File: config.mk
export PLATFORM = sky130hd
export DESIGN_NAME = click_decoder_flat
export DESIGN_NICKNAME = d
export VERILOG_FILES = /design/src/rtl/click_decoder_if.sv /design/src/rtl/click_decoder.sv /design/src/flat_wrapper.sv
export SDC_FILE = /design/constraint.sdc
export NUM_CORES = 1
export LEC_CHECK = 0
export BUFFER_PORTS_ARGS = -buffer_cell sky130_fd_sc_hd__buf_2
export CAP_MARGIN = 20
export CORE_ASPECT_RATIO = 0.9
export CORE_MARGIN = 5
export CORE_UTILIZATION = 54
export DETAILED_ROUTE_END_ITERATION = 6
export GPL_TIMING_DRIVEN = 0
export PLACE_DENSITY = 0.8
export SYNTH_ARGS = -nofsm -noshare
export SYNTH_HDL_FRONTEND = slang
export SYNTH_SLANG_ARGS = --single-unit
File: constraint.sdc
create_clock -name clk -period 1.8 [get_ports clk]
set_input_delay 0.45 -clock clk [delete_from_list [all_inputs] [get_ports clk]]
set_output_delay 0.45 -clock clk [all_outputs]
set_load 0.005 [all_outputs]
File: src/rtl/click_decoder_if.sv
// Click decoder bus: debounced press input and decoded click strobes / mode index.
interface click_decoder_if #(
    parameter int unsigned MODE_W = 2
);
    logic              pb_in;
    logic              single_click;
    logic              double_click;
    logic              busy;
    logic [MODE_W-1:0] mode;

    modport master (
        output pb_in,
        input  single_click,
        input  double_click,
        input  busy,
        input  mode
    );

    modport slave (
        input  pb_in,
        output single_click,
        output double_click,
        output busy,
        output mode
    );
endinterface

File: src/rtl/click_decoder.sv
// Classifies debounced presses as single or double clicks within a time window
// and steps a wrap-around mode index forward (single) or back (double).
module click_decoder #(
    parameter int unsigned WINDOW_CYCLES = 30_000_000,
    parameter int unsigned MODES         = 4
) (
    input  logic            clk,
    input  logic            rst_n,
    click_decoder_if.slave  bus
);
    localparam int unsigned MODE_W = (MODES > 1) ? $clog2(MODES) : 1;
    localparam int unsigned CNT_W  = (WINDOW_CYCLES > 1) ? $clog2(WINDOW_CYCLES) : 1;
    localparam logic [CNT_W-1:0]  CNT_LAST  = CNT_W'(WINDOW_CYCLES - 1);
    localparam logic [MODE_W-1:0] MODE_LAST = MODE_W'(MODES - 1);

    typedef enum logic {
        S_IDLE = 1'b0,
        S_WAIT = 1'b1
    } state_t;

    state_t            state_q;
    logic [CNT_W-1:0]  cnt_q;
    logic [MODE_W-1:0] mode_q;
    logic              single_q;
    logic              double_q;
    logic              busy_q;
    logic              pb_d;

    logic              rise_c;
    logic [MODE_W-1:0] mode_inc_c;
    logic [MODE_W-1:0] mode_dec_c;

    assign rise_c     = bus.pb_in & ~pb_d;
    assign mode_inc_c = (mode_q == MODE_LAST) ? '0 : mode_q + MODE_W'(1);
    assign mode_dec_c = (mode_q == '0) ? MODE_LAST : mode_q - MODE_W'(1);

    // pb_d resets high so a button held through reset release is not seen as a press
    always_ff @(posedge clk or negedge rst_n) begin
        if (!rst_n) begin
            state_q  <= S_IDLE;
            cnt_q    <= '0;
            mode_q   <= '0;
            single_q <= 1'b0;
            double_q <= 1'b0;
            busy_q   <= 1'b0;
            pb_d     <= 1'b1;
        end else begin
            pb_d     <= bus.pb_in;
            single_q <= 1'b0;
            double_q <= 1'b0;
            case (state_q)
                S_IDLE: begin
                    cnt_q <= '0;
                    if (rise_c) begin
                        state_q <= S_WAIT;
                        busy_q  <= 1'b1;
                    end
                end
                S_WAIT: begin
                    // a second rise wins over a coincident window timeout
                    if (rise_c) begin
                        state_q  <= S_IDLE;
                        busy_q   <= 1'b0;
                        double_q <= 1'b1;
                        mode_q   <= mode_dec_c;
                        cnt_q    <= '0;
                    end else if (cnt_q == CNT_LAST) begin
                        state_q  <= S_IDLE;
                        busy_q   <= 1'b0;
                        single_q <= 1'b1;
                        mode_q   <= mode_inc_c;
                        cnt_q    <= '0;
                    end else begin
                        cnt_q <= cnt_q + CNT_W'(1);
                    end
                end
                default: begin
                    state_q <= S_IDLE;
                    busy_q  <= 1'b0;
                    cnt_q   <= '0;
                end
            endcase
        end
    end

    assign bus.single_click = single_q;
    assign bus.double_click = double_q;
    assign bus.busy         = busy_q;
    assign bus.mode         = mode_q;
endmodule

File: src/flat_wrapper.sv
// flat-port wrapper written by rule: the top's interface ports become plain ports
module click_decoder_flat 
#(
    parameter int unsigned WINDOW_CYCLES = 30_000_000,
    parameter int unsigned MODES         = 4
)
  (clk, rst_n, bus_pb_in, bus_single_click, bus_double_click, bus_busy, bus_mode);
  click_decoder_if #(.MODE_W((2))) bus_i ();
  input  logic clk;
  input  logic rst_n;
  input wire logic [$bits(bus_i.pb_in)-1:0] bus_pb_in;
  output wire logic [$bits(bus_i.single_click)-1:0] bus_single_click;
  output wire logic [$bits(bus_i.double_click)-1:0] bus_double_click;
  output wire logic [$bits(bus_i.busy)-1:0] bus_busy;
  output wire logic [$bits(bus_i.mode)-1:0] bus_mode;
  assign bus_i.pb_in = bus_pb_in;
  assign bus_single_click = bus_i.single_click;
  assign bus_double_click = bus_i.double_click;
  assign bus_busy = bus_i.busy;
  assign bus_mode = bus_i.mode;
  click_decoder #(.WINDOW_CYCLES(WINDOW_CYCLES), .MODES(MODES)) u_core (.clk(clk), .rst_n(rst_n), .bus(bus_i));
endmodule
==> flow_summary.ini <==
[floorplanning]
dieHeight_um = 61.61
fp.coreArea_um2 = 2793
ios = 8
die_x_um = 67.34
rows = 18
die_area_um2 = 4148
initial_core_util_pct = 57.21

[cells_and_area]
drive_gt1_share_pct = 34.98
stdcell_area_um2 = 2092
fin_cells = 243
syn_to_final_growth_pct = 30.93
nets = 208
diodes = 0

[drt]
ant_nets = 0
routedWlPerCell_um = 17.43
drtIter0Drc = 176
first_pass_iters = 4
drc = 0
vias = 1480
viasPerCell = 6.091
wl_mm = 4.236

[global_route]
grt_antenna_before_repair = 0
grt_max_degree = 33
overflow = 0
grt_pass1_wl_mm = 6.555
grt_pass1_vias = 1459
grt_usage_pct = 21.96

[timing]
whs_ps = 126.7
worst_slack_ps = -85.51
rsz0062_at_grt = yes
worstMarginPinSlew_ps = 692.6
maxSlewViolCount = 0
timing.fmax_ghz = 0.5304
maxSlewHeadroom_pct = 53.83
clock_skew_ps = 16.98
finalCritPeriodShare_pct = 104.8
hold_violations = 0
period_needed_ps = 1886
setup_viol = 5

[synth]
synth_common_cells = dfrtp_1, nor2_1, a21oi_1, nand3_1
synth_area_um2 = 1598
yosys_warnings = 0
synth_area_leaders = dfrtp_1, nor2_1, xnor2_1
synth_cell_types = 34
synth_top_area_cell = dfrtp_1
synthesis.instances = 163
syn_area_per_cell_um2 = 9.802
syn_nets = 169
yosysTopAreaCellShare_pct = 48.55
async_flop_share_pct = 100.0
ys_seq_area_share_pct = 50.20
synth-edff-count = 0
synth_ff_type = dfrtp_1
synth_most_common_cell = dfrtp_1
ys_ff_latch = 32

[place]
gp_congestion = 0.8479
place_inst = 210
hpwl_mm = 2.364
io_buffers = 7
placed_cell_area_um2 = 1722

[run_status]
violations = setup timing
status = complete, but fails checks

[cts]
cts_buffers = 5
clock_latency_ps = 350
tritoncts = yes
cts.sinks = 32
hold_buffers = 0
cts_root_buffer = clkbuf_4
htree_levels = 2
clk_pin_slew_worst_paths_ps = 110
cts_max_path_buffers = 2

[worst_setup_path]
crit_path_max_fanout = 5
worstPathRequired_ps = 2050
start_kind = register
crit_type = register to register
crit_arrival_ps = 2140
cp-end-kind = register

[min_path]
hold_class = primary input to async pin

[pwr]
vdd_drop_max_v = 0.0005766
p_total_w = 0.001490
power_density_nw_per_um2 = 712.0
power_leakage_nw = 0.8485

[job]
max_cap_violations = 0
[metrics by stage]
step | setup WS [ps] | setup TNS [ps] | util (%)
finish | -85.51 | -277.3 | 74.91
CTS | -25.67 | -84.48 | 70.21
global placement | -265.7 | -4199 | 61.65
detailed placement | -282.2 | -4178 | 61.65
floorplan | -29.18 | -79.85 | -
global route | -153.2 | -857.4 | 74.91
[where the power goes]
group / total, W / switching (W) / internal [W]
logic: 0.000250 / 0.000134 / 0.000116
registers: 0.000800 / 0.0000431 / 0.000757
clock network: 0.000440 / 0.000247 / 0.000192
[logic make-up (layout without fill, tap and decap cells)]
| group | Yosys count | in the layout | share of synthesized area (%) |
|---|---|---|---|
| and+or+nand+nor | 75 | 75 | 26.08 |
| DFF | 32 | 32 | 50.20 |
| AOI/OAI and AO/OA | 30 | 30 | 11.67 |
| xor gates and xnor gates | 13 | 13 | 7.126 |
| buffers and inverters | 10 | 50 | 2.584 |
| adders and majority gates | 3 | 3 | 2.350 |
[cell type report]
class / instances / area [um2]
plain buffers: 2 / 22.52
clock buffers: 8 / 58.81
fillers: 196 / 700.7
inverters: 6 / 22.52
multi-input cells: 121 / 884.6
flip-flops and latches: 32 / 808.3
well taps: 40 / 50.05
repair buffers: 34 / 245.2
[worst paths after layout]
kind,start,endpoint,slack (ps),depth (start not counted)
worst max-delay path,u_core.cnt_q[0],u_core.cnt_q[13],-90,5
worst min-delay path,rst_n,u_core.bus.single_click,130,1
worst max register to register,u_core.cnt_q[0],u_core.cnt_q[13],-90,5
worst min register to register,u_core.bus.busy,u_core.bus.busy,550,2
max in group asynchronous,rst_n,u_core.cnt_q[3],1160,1
min in group clk,bus_pb_in,u_core.pb_d,230,1
[metal layers]
metal  up-vias  track usage (%)  share of wire [%]
li1        683                -                  -
met5         -                0                  0
met4         0            10.12                2.9
met2        44            37.96                 50
met3        13            7.117                5.0
met1       740            24.91                 43
[repair_timing]
item                       in CTS  in global routing
setup buffers                  20                  6
cloned                          0                  1
hold endpoints to repair        0                  0
setup endpoints to repair      26                 24
resized for setup              13                 22
pin swaps                       9                  6
[sequential cells by signal (all words and copies together) (netlist names)]
register,cells
u_core.bus.single_click,1
u_core.bus.mode,2
u_core.bus.busy,1
u_core.bus.double_click,1
u_core.pb_d,1
u_core.cnt_q,25
u_core.state_q,1
[placed cells by master (no fill, tap or decap), types with 4 or more instances in the layout]
| cell type | count |
|---|---|
| dfrtp_1 | 26 |
| xor2_1 | 5 |
| nand2_1 | 6 |
| nand3_1 | 8 |
| or4_4 | 6 |
| inv_1 | 6 |
| nand4_1 | 7 |
| a21oi_2 | 4 |
| or3_1 | 6 |
| o31ai_1 | 5 |
| clkbuf_4 | 5 |
| buf_6 | 4 |
| buf_4 | 25 |
| buf_2 | 7 |
| xnor2_1 | 8 |
| nor2_1 | 19 |
| o21ai_0 | 7 |
| dfrtp_2 | 5 |
| a21oi_1 | 8 |
[worst max-delay path: stages (launching register included)]
cell     delay (ps)
dfrtp_2         420
buf_4           120
nand3_2         130
or3_4           380
or4_1           530
a21oi_1         220
Power figures use the tool's default switching activity.
